<file path="src/rtl/deltacache_ctrl.sv">
// Single-port SRAM controller: read / write / optional accumulate (read-modify-write).
// Define DELTACACHE_ACC_EN to enable the accumulate op (op 10); otherwise op 10 is rejected like op 11.
module deltacache_ctrl #(
  parameter int ADDR_WIDTH = 6,
  parameter int DATA_WIDTH = 32
) (
  input  logic                  clk,
  input  logic                  rst_n,
  input  logic                  req_valid,
  output logic                  req_ready,
  input  logic [1:0]            req_op,
  input  logic [ADDR_WIDTH-1:0] req_addr,
  input  logic [DATA_WIDTH-1:0] req_wdata,
  output logic                  rsp_valid,
  input  logic                  rsp_ready,
  output logic [DATA_WIDTH-1:0] rsp_data,
  output logic                  req_err,
  output logic                  sram_cs_n,
  output logic                  sram_wr_n,
  output logic [ADDR_WIDTH-1:0] sram_addr,
  output logic [DATA_WIDTH-1:0] sram_wdata,
  input  logic [DATA_WIDTH-1:0] sram_rdata
);

  localparam logic [1:0] OP_RD  = 2'b00;
  localparam logic [1:0] OP_WR  = 2'b01;
`ifdef DELTACACHE_ACC_EN
  localparam logic [1:0] OP_ACC = 2'b10;
`endif

  typedef enum logic [2:0] {
    IDLE,
    ISSUE,
    CAPT,
    RSP
`ifdef DELTACACHE_ACC_EN
    , ACC_WR
`endif
  } state_t;

  state_t                state_q;
  logic                  req_ready_q;
  logic                  rsp_valid_q;
  logic [DATA_WIDTH-1:0] rsp_data_q;
  logic                  req_err_q;
  logic                  sram_cs_n_q;
  logic                  sram_wr_n_q;
  logic [ADDR_WIDTH-1:0] sram_addr_q;
  logic [DATA_WIDTH-1:0] sram_wdata_q;
`ifdef DELTACACHE_ACC_EN
  logic                  acc_q;
`endif

  logic op_ok;
  logic accept;

`ifdef DELTACACHE_ACC_EN
  assign op_ok = (req_op == OP_RD) || (req_op == OP_WR) || (req_op == OP_ACC);
`else
  assign op_ok = (req_op == OP_RD) || (req_op == OP_WR);
`endif
  assign accept = req_valid && req_ready_q;

  always_ff @(posedge clk or negedge rst_n) begin
    if (!rst_n) begin
      state_q      <= IDLE;
      req_ready_q  <= 1'b0;
      rsp_valid_q  <= 1'b0;
      rsp_data_q   <= '0;
      req_err_q    <= 1'b0;
      sram_cs_n_q  <= 1'b1;
      sram_wr_n_q  <= 1'b1;
      sram_addr_q  <= '0;
      sram_wdata_q <= '0;
`ifdef DELTACACHE_ACC_EN
      acc_q        <= 1'b0;
`endif
    end else begin
      req_err_q <= 1'b0;
      case (state_q)
        IDLE: begin
          req_ready_q <= 1'b1;
          if (accept) begin
            if (op_ok) begin
              // For accumulate the delta rides in sram_wdata_q while wr_n is high.
              state_q      <= ISSUE;
              req_ready_q  <= 1'b0;
              sram_cs_n_q  <= 1'b0;
              sram_wr_n_q  <= (req_op != OP_WR);
              sram_addr_q  <= req_addr;
              sram_wdata_q <= req_wdata;
`ifdef DELTACACHE_ACC_EN
              acc_q        <= (req_op == OP_ACC);
`endif
            end else begin
              req_err_q <= 1'b1;
            end
          end
        end
        ISSUE: begin
          sram_cs_n_q <= 1'b1;
          sram_wr_n_q <= 1'b1;
          if (!sram_wr_n_q) begin
            state_q     <= IDLE;
            req_ready_q <= 1'b1;
          end else begin
            state_q <= CAPT;
          end
        end
        CAPT: begin
`ifdef DELTACACHE_ACC_EN
          if (acc_q) begin
            state_q      <= ACC_WR;
            sram_cs_n_q  <= 1'b0;
            sram_wr_n_q  <= 1'b0;
            sram_wdata_q <= sram_rdata + sram_wdata_q;
          end else begin
            state_q     <= RSP;
            rsp_valid_q <= 1'b1;
            rsp_data_q  <= sram_rdata;
          end
`else
          state_q     <= RSP;
          rsp_valid_q <= 1'b1;
          rsp_data_q  <= sram_rdata;
`endif
        end
        RSP: begin
          if (rsp_ready) begin
            state_q     <= IDLE;
            rsp_valid_q <= 1'b0;
            req_ready_q <= 1'b1;
          end
        end
`ifdef DELTACACHE_ACC_EN
        ACC_WR: begin
          state_q     <= IDLE;
          sram_cs_n_q <= 1'b1;
          sram_wr_n_q <= 1'b1;
          req_ready_q <= 1'b1;
        end
`endif
        default: begin
          state_q     <= IDLE;
          sram_cs_n_q <= 1'b1;
          sram_wr_n_q <= 1'b1;
          req_ready_q <= 1'b0;
          rsp_valid_q <= 1'b0;
        end
      endcase
    end
  end

  assign req_ready  = req_ready_q;
  assign rsp_valid  = rsp_valid_q;
  assign rsp_data   = rsp_data_q;
  assign req_err    = req_err_q;
  assign sram_cs_n  = sram_cs_n_q;
  assign sram_wr_n  = sram_wr_n_q;
  assign sram_addr  = sram_addr_q;
  assign sram_wdata = sram_wdata_q;

endmodule

</file>
<file path="config.mk">
export PLATFORM = sky130hd
export DESIGN_NAME = deltacache_ctrl
export DESIGN_NICKNAME = d
export VERILOG_FILES = /design/src/rtl/deltacache_ctrl.sv
export SDC_FILE = /design/constraint.sdc
export NUM_CORES = 1
export LEC_CHECK = 0
export ABC_AREA = 1
export BUFFER_PORTS_ARGS = -buffer_cell sky130_fd_sc_hd__buf_2
export CAP_MARGIN = 30
export CORE_UTILIZATION = 49
export DETAILED_ROUTE_END_ITERATION = 8
export PLACE_DENSITY = 0.84
export SYNTH_ARGS = -nofsm -noshare
export SYNTH_HDL_FRONTEND = slang
export SYNTH_SLANG_ARGS = --single-unit
</file>
<file path="constraint.sdc">
create_clock -name clk -period 1.9 [get_ports clk]
set_input_delay 0.19 -clock clk [delete_from_list [all_inputs] [get_ports clk]]
set_output_delay 0.19 -clock clk [all_outputs]
set_load 0.05 [all_outputs]
</file>
==> results.py, run 1 <==
metrics = {
    "run_status": {
        "status": "completed",
    },
    "synth": {
        "synth_compound_area_share_pct": 0.487,
        "synth-xor-area-share_pct": 0,
        "synth-seq-cells": 77,
        "synth_top_family_by_area": "simple AND/OR/NAND/NOR gates",
        "synthFlopType": "dfrtp_1",
        "synthesis.area_mm2": 0.00308,
        "synthAdderAreaFrac_pct": 0,
        "seq_area_frac_synth_pct": 62.6,
        "synth_top_area_cell": "dfrtp_1",
        "yosys.area.top_type_share_pct": 60.9,
        "yosys.cell_count.top_type": "nand2_1",
        "synth-simple-area-share_pct": 31.9,
        "synth.top_cells.by_count": "155 x nand2_1, 75 x dfrtp_1, 75 x nand3_1, 7 x buf_4, 6 x buf_2",
        "async_reset_ff_share_pct": 100,
        "synth_area_leaders": "dfrtp_1 61%, nand2_1 19%, nand3_1 12%, buf_4 1.7%, dfstp_2 1.7%",
        "synth_edf_count": 0,
        "syn_nets": 418,
        "syn-mean-instance-area_um2": 9.01,
        "ys.warnings.count": 0,
        "syn_inst": 342,
        "synth_mux_area_share_pct": 0,
        "ys_types": 17,
    },
    "routing": {
        "antenna_left": 0,
        "totalWireLength_um": 6950,
        "vias_per_cell": 4.88,
        "remaining_drc_errors": 0,
        "drtIter0Drc": 75,
        "vias": 2775,
        "first_pass_iters": 4,
        "wl_per_cell_um": 12.2,
    },
    "global_route": {
        "grt_max_degree": 41,
        "grt_pass1_vias": 2441,
        "grt_first_pass_wirelength_um": 10600,
        "grt-ovfl-total": 0,
        "antenna_found_initial": 0,
        "grt_usage_pct": 21.2,
    },
    "clock_tree": {
        "h-tree-depth": 3,
        "cts.clk_slew.worst_paths_ns": 0.08,
        "cts_resized": 0,
        "cts_sinks": 77,
        "cts_buffers": 9,
        "cts_tree": "built",
        "clock-root-buffer": "clkbuf_8",
        "clkLatencyLatePin_ns": 0.33,
        "post-cts-setup-buffers": 0,
        "clock_path_buffers": 2,
    },
    "hold_path": {
        "hold_end": "rsp_data[13]",
        "hold_path_class": "in -> reg",
        "hold_depth": 3,
        "hold_start": "sram_rdata[13]",
    },
    "floorplanning": {
        "initial_core_util_pct": 51.5,
        "dieHeight_um": 81.3,
        "rows": 28,
        "fp.dieW_um": 81.3,
        "core_mm2": 0.00599,
        "io_pins": 151,
        "die_area_mm2": 0.00661,
    },
    "setup_path": {
        "path_class": "reg -> reg",
        "r2r_cells": 5,
        "r2r_slack_ns": 0.49,
        "r2r-start": "state_q[0]",
        "crit_start": "state_q[0]",
        "path_max_fanout": 40,
        "critPathLaunchType": "flop",
        "r2r-end": "state_q[0]",
        "critPathRequiredTime_ns": 2.10,
        "endpoint_kind": "flop",
        "arrival_ns": 1.61,
    },
    "timing": {
        "setup_viol": 0,
        "hold_viol": 0,
        "slew_headroom_pct": 67.0,
        "rsz0062_at_grt": "false",
        "worst_pin_slew_ns": 0.495,
        "fmax_ghz": 0.709,
        "period_share_pct": 74.3,
        "skew_ns": 0.0113,
        "finalSetupTns_ns": 0,
        "min_period_ns": 1.41,
        "final_max_slew_viol_count": 0,
    },
    "layout": {
        "syn_to_final_growth_pct": 33.4,
        "n_fill_cell": 492,
        "final_nets": 565,
        "antenna_cells": 0,
        "drive_gt1_share_pct": 35.8,
    },
    "job": {
        "maxCapViolCount": 0,
    },
    "placement": {
        "dp_hpwl_um": 4870,
        "place_congestion": 0.747,
        "port_buffers": 150,
    },
}
==> final cells by class <==
class                           instances  area, um2  share of cell area (%)
Sequential cell                        77       1930                    46.9
Multi-Input combinational cell        237       1000                    24.3
Timing Repair Buffer                  158        841                    20.5
Clock buffer                           12        155                    3.77
Tap cell                               75       93.8                    2.28
Clock inverter                          4       70.1                    1.70
Inverter                                6       22.5                   0.548
==> cell families after synthesis <==
family / count (synthesis)
flip-flops: 77
buffers and inverters: 28
AND/OR/NAND/NOR: 234
AO/OA/AOI/OAI: 3
==> metal layers <==
metal	share of wire, %	routed length [um]	up-vias	global-route usage, %
met2	48	3310	119	35.3
met1	45	3100	1266	26.8
met5	0	0	-	0
li1	-	-	1386	-
met4	0.37	26	0	8.04
met3	7.3	508	4	4.83
==> worst max-delay path, stage by stage, from the launching register on <==
cell	delay, ns
dfrtp_1	0.47
nor2_4	0.11
buf_4	0.37
nand2_1	0.15
nand2_1	0.09
o21ai_0	0.08
==> registers in the layout, indices dropped and copies added, names as in the netlist <==
name,flops
sram_addr,6
state_q,2
rsp_data,32
sram_wdata,32
sram_wr_n,1
req_ready,1
sram_cs_n,1
req_err,1
rsp_valid,1
==> metrics by stage <==
stage,worst slack (ns),util (%),cell area (um2),hold WS [ns],cells
6_report,0.489,68.6,4110,0.0874,569
3_5_place_dp,0.498,64.7,3880,0.191,552
4_1_cts,0.484,68.6,4110,0.0714,569
2_1_floorplan,0.445,-,3080,-0.106,342
3_3_place_gp,0.545,64.7,3880,0.191,552
5_1_grt,0.354,68.6,4110,0.0671,569
==> how the worst max path moves through the flow <==
stage,end,slack (ns),cells after the start
6_report,state_q[0],0.49,5
5_1_grt,state_q[0],0.35,5
4_1_cts,state_q[0],0.48,5
3_5_place_dp,state_q[0],0.50,5
3_3_place_gp,state_q[0],0.55,5
2_1_floorplan,sram_addr[0],0.44,7
==> timing repair <==
| action | in CTS | in global routing |
|---|---|---|
| setup endpoints to repair | 0 | 0 |
| hold buffers | 1 | 0 |
| endpoints found under the hold margin | 38 | 0 |
==> placed cells by master, fill, tap and decap left out <==
cell	instances
nor2_4	1
inv_1	5
bufinv_16	2
o21ai_0	2
clkbuf_8	11
inv_2	1
dfstp_2	2
nor4_1	1
dfrtp_1	75
dlygate4sd3_1	1
nand2_1	155
nand3_1	75
nor2_1	1
nand2_2	1
buf_4	6
a21oi_1	1
buf_12	2
clkinv_2	2
buf_2	149
clkbuf_1	1
Power of run 1 is left out: the tool's default activity adds up to more than one toggle a clock period on the data nets, which glitch-free logic cannot reach.
==> run 2, diff against run 1 <==
CORE_UTILIZATION = 41   (was 49)
PLACE_DENSITY = 0.75   (was 0.84)
clock period = 1.1 ns   (was 1.9 ns; I/O delays follow)
==> run 2 against run 1 <==
Net effect: the run now ends with setup timing left; worst setup slack got worse by 0.59 ns; hold slack got worse by 0.083 ns; wire length increased by 44%; cell count increased by 16%; via count increased by 18%; critical path depth unchanged; register-to-register slack got worse by 0.59 ns; design area increased by 26%; critical path type unchanged; highest routed layer unchanged.
==> results.py, run 2 (synthesis gave the netlist of run 1 again) <==
metrics = {
    "run_status": {
        "status": "finished, violations left",
        "violations": "setup timing",
    },
    "placement": {
        "dp_hpwl_um": 5000,
        "placed_area_mm2": 0.00401,
        "post-place-cells": 580,
        "place_congestion": 0.765,
        "port_buffers": 150,
    },
    "floorplanning": {
        "io_pins": 151,
        "dieHeight_um": 88.7,
        "die_area_mm2": 0.00787,
        "rows": 31,
        "fp.dieW_um": 88.7,
        "initial_core_util_pct": 42.5,
        "core_mm2": 0.00725,
    },
    "routing": {
        "vias": 3279,
        "remaining_drc_errors": 0,
        "first_pass_iters": 4,
        "drtIter0Drc": 146,
        "wl_per_cell_um": 15.2,
        "antenna_left": 0,
        "totalWireLength_um": 10000,
        "vias_per_cell": 4.98,
    },
    "timing": {
        "setup_viol": 74,
        "whs_ns": 0.00482,
        "setup_ws_ns": -0.101,
        "final_max_slew_viol_count": 0,
        "min_period_ns": 1.20,
        "slew_headroom_pct": 72.5,
        "period_share_pct": 109,
        "skew_ns": 0.00683,
        "hold_viol": 0,
        "fmax_ghz": 0.833,
        "rsz0062_at_grt": "true",
        "worst_pin_slew_ns": 0.412,
    },
    "layout": {
        "n_fill_cell": 504,
        "stdcell_count": 659,
        "drive_gt1_share_pct": 37.9,
        "antenna_cells": 0,
        "postLayoutCellArea_mm2": 0.00518,
        "final_nets": 631,
        "final_common_cell": "nand2_1",
        "syn_to_final_growth_pct": 68.1,
        "mostFrequentLayoutCells": "150 x nand2_1, 98 x buf_2, 72 x dfrtp_1",
    },
    "power": {
        "p_seq_share_pct": 27.2,
        "peakVddDrop_mv": 2.33,
        "comb_power_share_pct": 61.4,
        "power.internal_w": 0.00890,
        "clockPowerShare_pct": 11.4,
        "p_leak_nw": 2.83,
        "power_density_mw_per_mm2": 3540,
        "total_power_w": 0.0184,
        "swShare_pct": 51.6,
        "power.switching_w": 0.00948,
    },
    "setup_path": {
        "slowest_delay_ns": 0.46,
        "endpoint_kind": "flop",
        "critPathLaunchType": "flop",
        "cpMaxStageDelayCell": "dfrtp_2",
        "critPathRequiredTime_ns": 1.38,
        "cp_cell_sequence": "nor2_4 > buf_12 > buf_12 > nand3_1 > nand2_1",
        "crit_path_frequent_cell": "buf_12",
        "path_class": "reg -> reg",
        "crit_family": "flip-flops",
        "path_max_fanout": 10,
        "crit_buf_inv": 2,
        "arrival_ns": 1.48,
    },
    "global_route": {
        "grt_pass1_vias": 2903,
        "grt_max_degree": 78,
        "grt-ovfl-total": 0,
        "grt_usage_pct": 21.7,
        "grt_first_pass_wirelength_um": 13000,
        "antenna_found_initial": 0,
    },
    "clock_tree": {
        "clkLatencyLatePin_ns": 0.35,
        "cts.clk_slew.worst_paths_ns": 0.08,
        "cts_sinks": 77,
        "clock_path_buffers": 2,
        "clock-root-buffer": "clkbuf_8",
        "h-tree-depth": 3,
        "cts_tree": "built",
        "cts_buffers": 9,
    },
    "hold_path": {
        "hold_path_class": "in -> reg",
    },
    "job": {
        "maxCapViolCount": 0,
    },
}
-- run 2: cell types whose count changed in the layout (fill, tap and decap cells not counted), moves of 6 or more --
| cell | delta |
|---|---|
| buf_2 | -51 |
| clkbuf_4 | +45 |
| buf_12 | +6 |
| dlygate4sd3_1 | +47 |
| clkbuf_16 | +6 |
| nand3_1 | -7 |
-- run 2: worst paths after layout --
kind | start | end | slack (ns) | depth (start not counted)
worst max-delay path | state_q[0] | sram_wdata[24] | -0.10 | 5
worst min-delay path | sram_rdata[15] | rsp_data[15] | 0.005 | 3
worst max register to register | state_q[0] | sram_wdata[24] | -0.10 | 5
worst min register to register | rsp_data[10] | rsp_data[10] | 0.47 | 2
max in group asynchronous | rst_n | sram_cs_n | 0.42 | 3
min in group asynchronous | rst_n | sram_wdata[15] | 0.31 | 3
-- run 2: power groups by stage --
stage                     Combinational, W  Clock, W  Sequential, W
after floorplan                    0.00234         0        0.00931
after global placement             0.00902         0        0.00490
after detailed placement           0.00917         0        0.00493
after CTS                          0.00968   0.00214        0.00493
after global routing                0.0119   0.00222        0.00515
final                               0.0113   0.00209        0.00500
-- run 2: worst reg2reg max path, delay by kind of cell, from the launching register on --
kind	cells	cell delay, ns
buffers and inverters	2	0.31
flip-flops	1	0.46
AND/OR/NAND/NOR	3	0.37
-- run 2: per-stage QoR --
stage / util (%) / setup TNS, ns / worst slack (ns)
2_1_floorplan: - / -3.67 / -0.129
3_3_place_gp: 55.3 / 0 / 0.0147
3_5_place_dp: 55.3 / -0.801 / -0.0370
4_1_cts: 66.0 / -0.911 / -0.0728
5_1_grt: 71.5 / -5.96 / -0.128
6_report: 71.5 / -3.14 / -0.101
-- run 2: per-layer routing --
metal  up-vias  global-route usage (%)  wire, um
met3        20                    5.04       777
met1      1573                    25.7      3980
met4         0                    6.74       150
met2       161                    38.9      5090
li1       1525                       -         -
met5         -                       0         0
-- run 2: cell type report --
type / instances / area, um2 / area share, %
well taps: 99 / 124 / 2.39
multi-input cells: 237 / 1070 / 20.6
flip-flops and latches: 77 / 1930 / 37.3
repair buffers: 224 / 1840 / 35.6
clock inverters: 6 / 63.8 / 1.23
clock buffers: 10 / 128 / 2.46
inverters: 6 / 25.0 / 0.483
-- run 2: repair_timing --
item / 4_1_cts / 5_1_grt
endpoints found under the setup margin: 48 / 124
buffers inserted: 4 / 1
resized for setup: 16 / 69
hold buffers: 48 / 0
gates cloned: 2 / 9
endpoints found under the hold margin: 122 / 0
pin swaps: 11 / 15
(Power assumes the default switching activity.)
==> run 3, diff against run 2 <==
CAP_MARGIN = 10   (was 30)
CORE_UTILIZATION = 43   (was 41)
CTS_BUF_LIST = sky130_fd_sc_hd__clkbuf_2 sky130_fd_sc_hd__clkbuf_4 sky130_fd_sc_hd__clkbuf_8   (was unset)
PLACE_DENSITY = 0.79   (was 0.75)
==> run 3 against run 2 <==
Net effect: the run still ends with setup timing left; die area is 4.5% lower; count of clock-buffer cells in the layout is 2 higher; largest cell class unchanged; hold slack better by 0.0070 ns; clock skew is 0.00080 ns higher; sequential share of layout area is 0.44 points higher; critical path depth stayed put; critical path type unchanged.
==> results.py, run 3 (synthesis gave the netlist of run 1 again) <==
metrics = {
    "layout": {
        "final_common_cell": "nand2_1",
        "antenna_cells": 0,
        "syn_to_final_growth_pct": 66.2,
        "mostFrequentLayoutCells": "143 x nand2_1, 94 x buf_2, 72 x dfrtp_1",
        "drive_gt1_share_pct": 38.0,
        "postLayoutCellArea_mm2": 0.00512,
        "final_nets": 629,
    },
    "routing": {
        "totalWireLength_um": 9960,
        "vias_per_cell": 4.98,
        "antenna_left": 0,
        "wl_per_cell_um": 15.2,
        "first_pass_iters": 5,
        "remaining_drc_errors": 0,
        "drtIter0Drc": 132,
        "vias": 3259,
    },
    "timing": {
        "skew_ns": 0.00764,
        "whs_ns": 0.0118,
        "fmax_ghz": 0.820,
        "finalSetupTns_ns": -2.17,
        "period_share_pct": 111,
        "slew_headroom_pct": 82.0,
        "worst_pin_slew_ns": 0.268,
        "min_period_ns": 1.22,
        "setup_ws_ns": -0.119,
        "hold_viol": 0,
        "setup_viol": 43,
        "rsz0062_at_grt": "true",
        "final_max_slew_viol_count": 0,
    },
    "clock_tree": {
        "cts.clk_slew.worst_paths_ns": 0.08,
        "cts_sinks": 77,
        "clock-root-buffer": "clkbuf_8",
        "cts_buffers": 9,
        "clock_path_buffers": 2,
        "h-tree-depth": 3,
        "cts_tree": "built",
        "clkLatencyLatePin_ns": 0.35,
    },
    "power": {
        "clockPowerShare_pct": 14.6,
        "comb_power_share_pct": 57.5,
        "power.switching_w": 0.00920,
        "power_density_mw_per_mm2": 3520,
        "total_power_w": 0.0181,
        "swShare_pct": 50.9,
        "p_seq_share_pct": 27.9,
        "p_leak_nw": 2.81,
        "peakVddDrop_mv": 2.30,
        "power.internal_w": 0.00886,
    },
    "global_route": {
        "grt-ovfl-total": 0,
        "busiest_layer": "met2",
        "met2_usage_pct": 42.0,
        "grt_max_degree": 40,
        "grtUsageMet1_pct": 29.3,
        "antenna_found_initial": 0,
        "grtUsageMet3_pct": 5.62,
        "grt_usage_pct": 24.5,
        "grt_pass1_vias": 3091,
        "grt_first_pass_wirelength_um": 14100,
    },
    "setup_path": {
        "endpoint_kind": "flop",
        "path_max_fanout": 19,
        "r2r-start": "state_q[0]",
        "r2r_cells": 5,
        "r2r_slack_ns": -0.12,
        "arrival_ns": 1.44,
        "critPathLaunchType": "flop",
        "critPathRequiredTime_ns": 1.32,
        "r2r-end": "sram_addr[4]",
        "path_class": "reg -> reg",
    },
    "floorplanning": {
        "initial_core_util_pct": 44.9,
        "dieHeight_um": 86.7,
        "io_pins": 151,
        "die_area_mm2": 0.00751,
        "core_mm2": 0.00687,
        "fp.dieW_um": 86.7,
        "rows": 30,
    },
    "hold_path": {
        "hold_path_class": "in -> reg",
        "hold_end": "rsp_data[9]",
        "hold_depth": 3,
        "hold_start": "sram_rdata[9]",
    },
    "placement": {
        "pre_cts_ws_ns": -0.0571,
        "placed_area_mm2": 0.00403,
        "dp_hpwl_um": 5320,
        "place_congestion": 0.764,
        "port_buffers": 150,
    },
    "run_status": {
        "status": "finished, violations left",
        "violations": "setup timing",
    },
    "job": {
        "maxCapViolCount": 0,
    },
}
-- run 3: cell type report --
type,count,area [um2]
Timing Repair Buffer,222,1730
Fill cell,470,1750
Sequential cell,77,1930
Inverter,6,27.5
Multi-Input combinational cell,237,1070
Tap cell,96,120
Clock buffer,12,153
Clock inverter,4,95.1
-- run 3: worst max-delay path by stage --
stage	cells after the start	startpoint	slack, ns	to
2_1_floorplan	7	req_ready	-0.13	sram_addr[0]
3_5_place_dp	5	state_q[1]	-0.06	sram_wr_n
5_1_grt	5	state_q[0]	-0.16	sram_addr[4]
3_3_place_gp	5	state_q[1]	-0.03	sram_wr_n
4_1_cts	1	sram_cs_n	-0.08	sram_cs_n
6_report	5	state_q[0]	-0.12	sram_addr[4]
-- run 3: routing by layer --
metal / vias up / wire (um)
li1: 1512 / -
met3: 22 / 746
met2: 183 / 5200
met4: 0 / 158
met1: 1542 / 3850
met5: - / 0
-- run 3: metrics by stage --
stage                     instances  util (%)
final                           654      74.6
after global routing            654      74.6
after CTS                       651      70.9
after detailed placement        580      58.6
after global placement          580      58.6
after floorplan                 342         -
-- run 3: power groups by stage --
stage	Sequential [W]	Clock, W	Combinational [W]
2_1_floorplan	0.00931	0	0.00234
3_5_place_dp	0.00493	0	0.00921
5_1_grt	0.00518	0.00280	0.0110
6_report	0.00504	0.00264	0.0104
4_1_cts	0.00493	0.00266	0.00960
3_3_place_gp	0.00488	0	0.00904
-- run 3: timing repair --
action,CTS,global route
endpoints found under the hold margin,128,0
endpoints found under the setup margin,49,115
hold buffers,52,0
gates cloned,0,2
resized for setup,17,74
buffers inserted,3,1
pin swaps,0,3
-- run 3: worst max-delay path, cell delays in order, from the launching register on --
cell	delay, ns
dfrtp_2	0.45
nor2_4	0.19
nand2_4	0.11
clkbuf_16	0.20
nand2_1	0.08
nand2_1	0.07
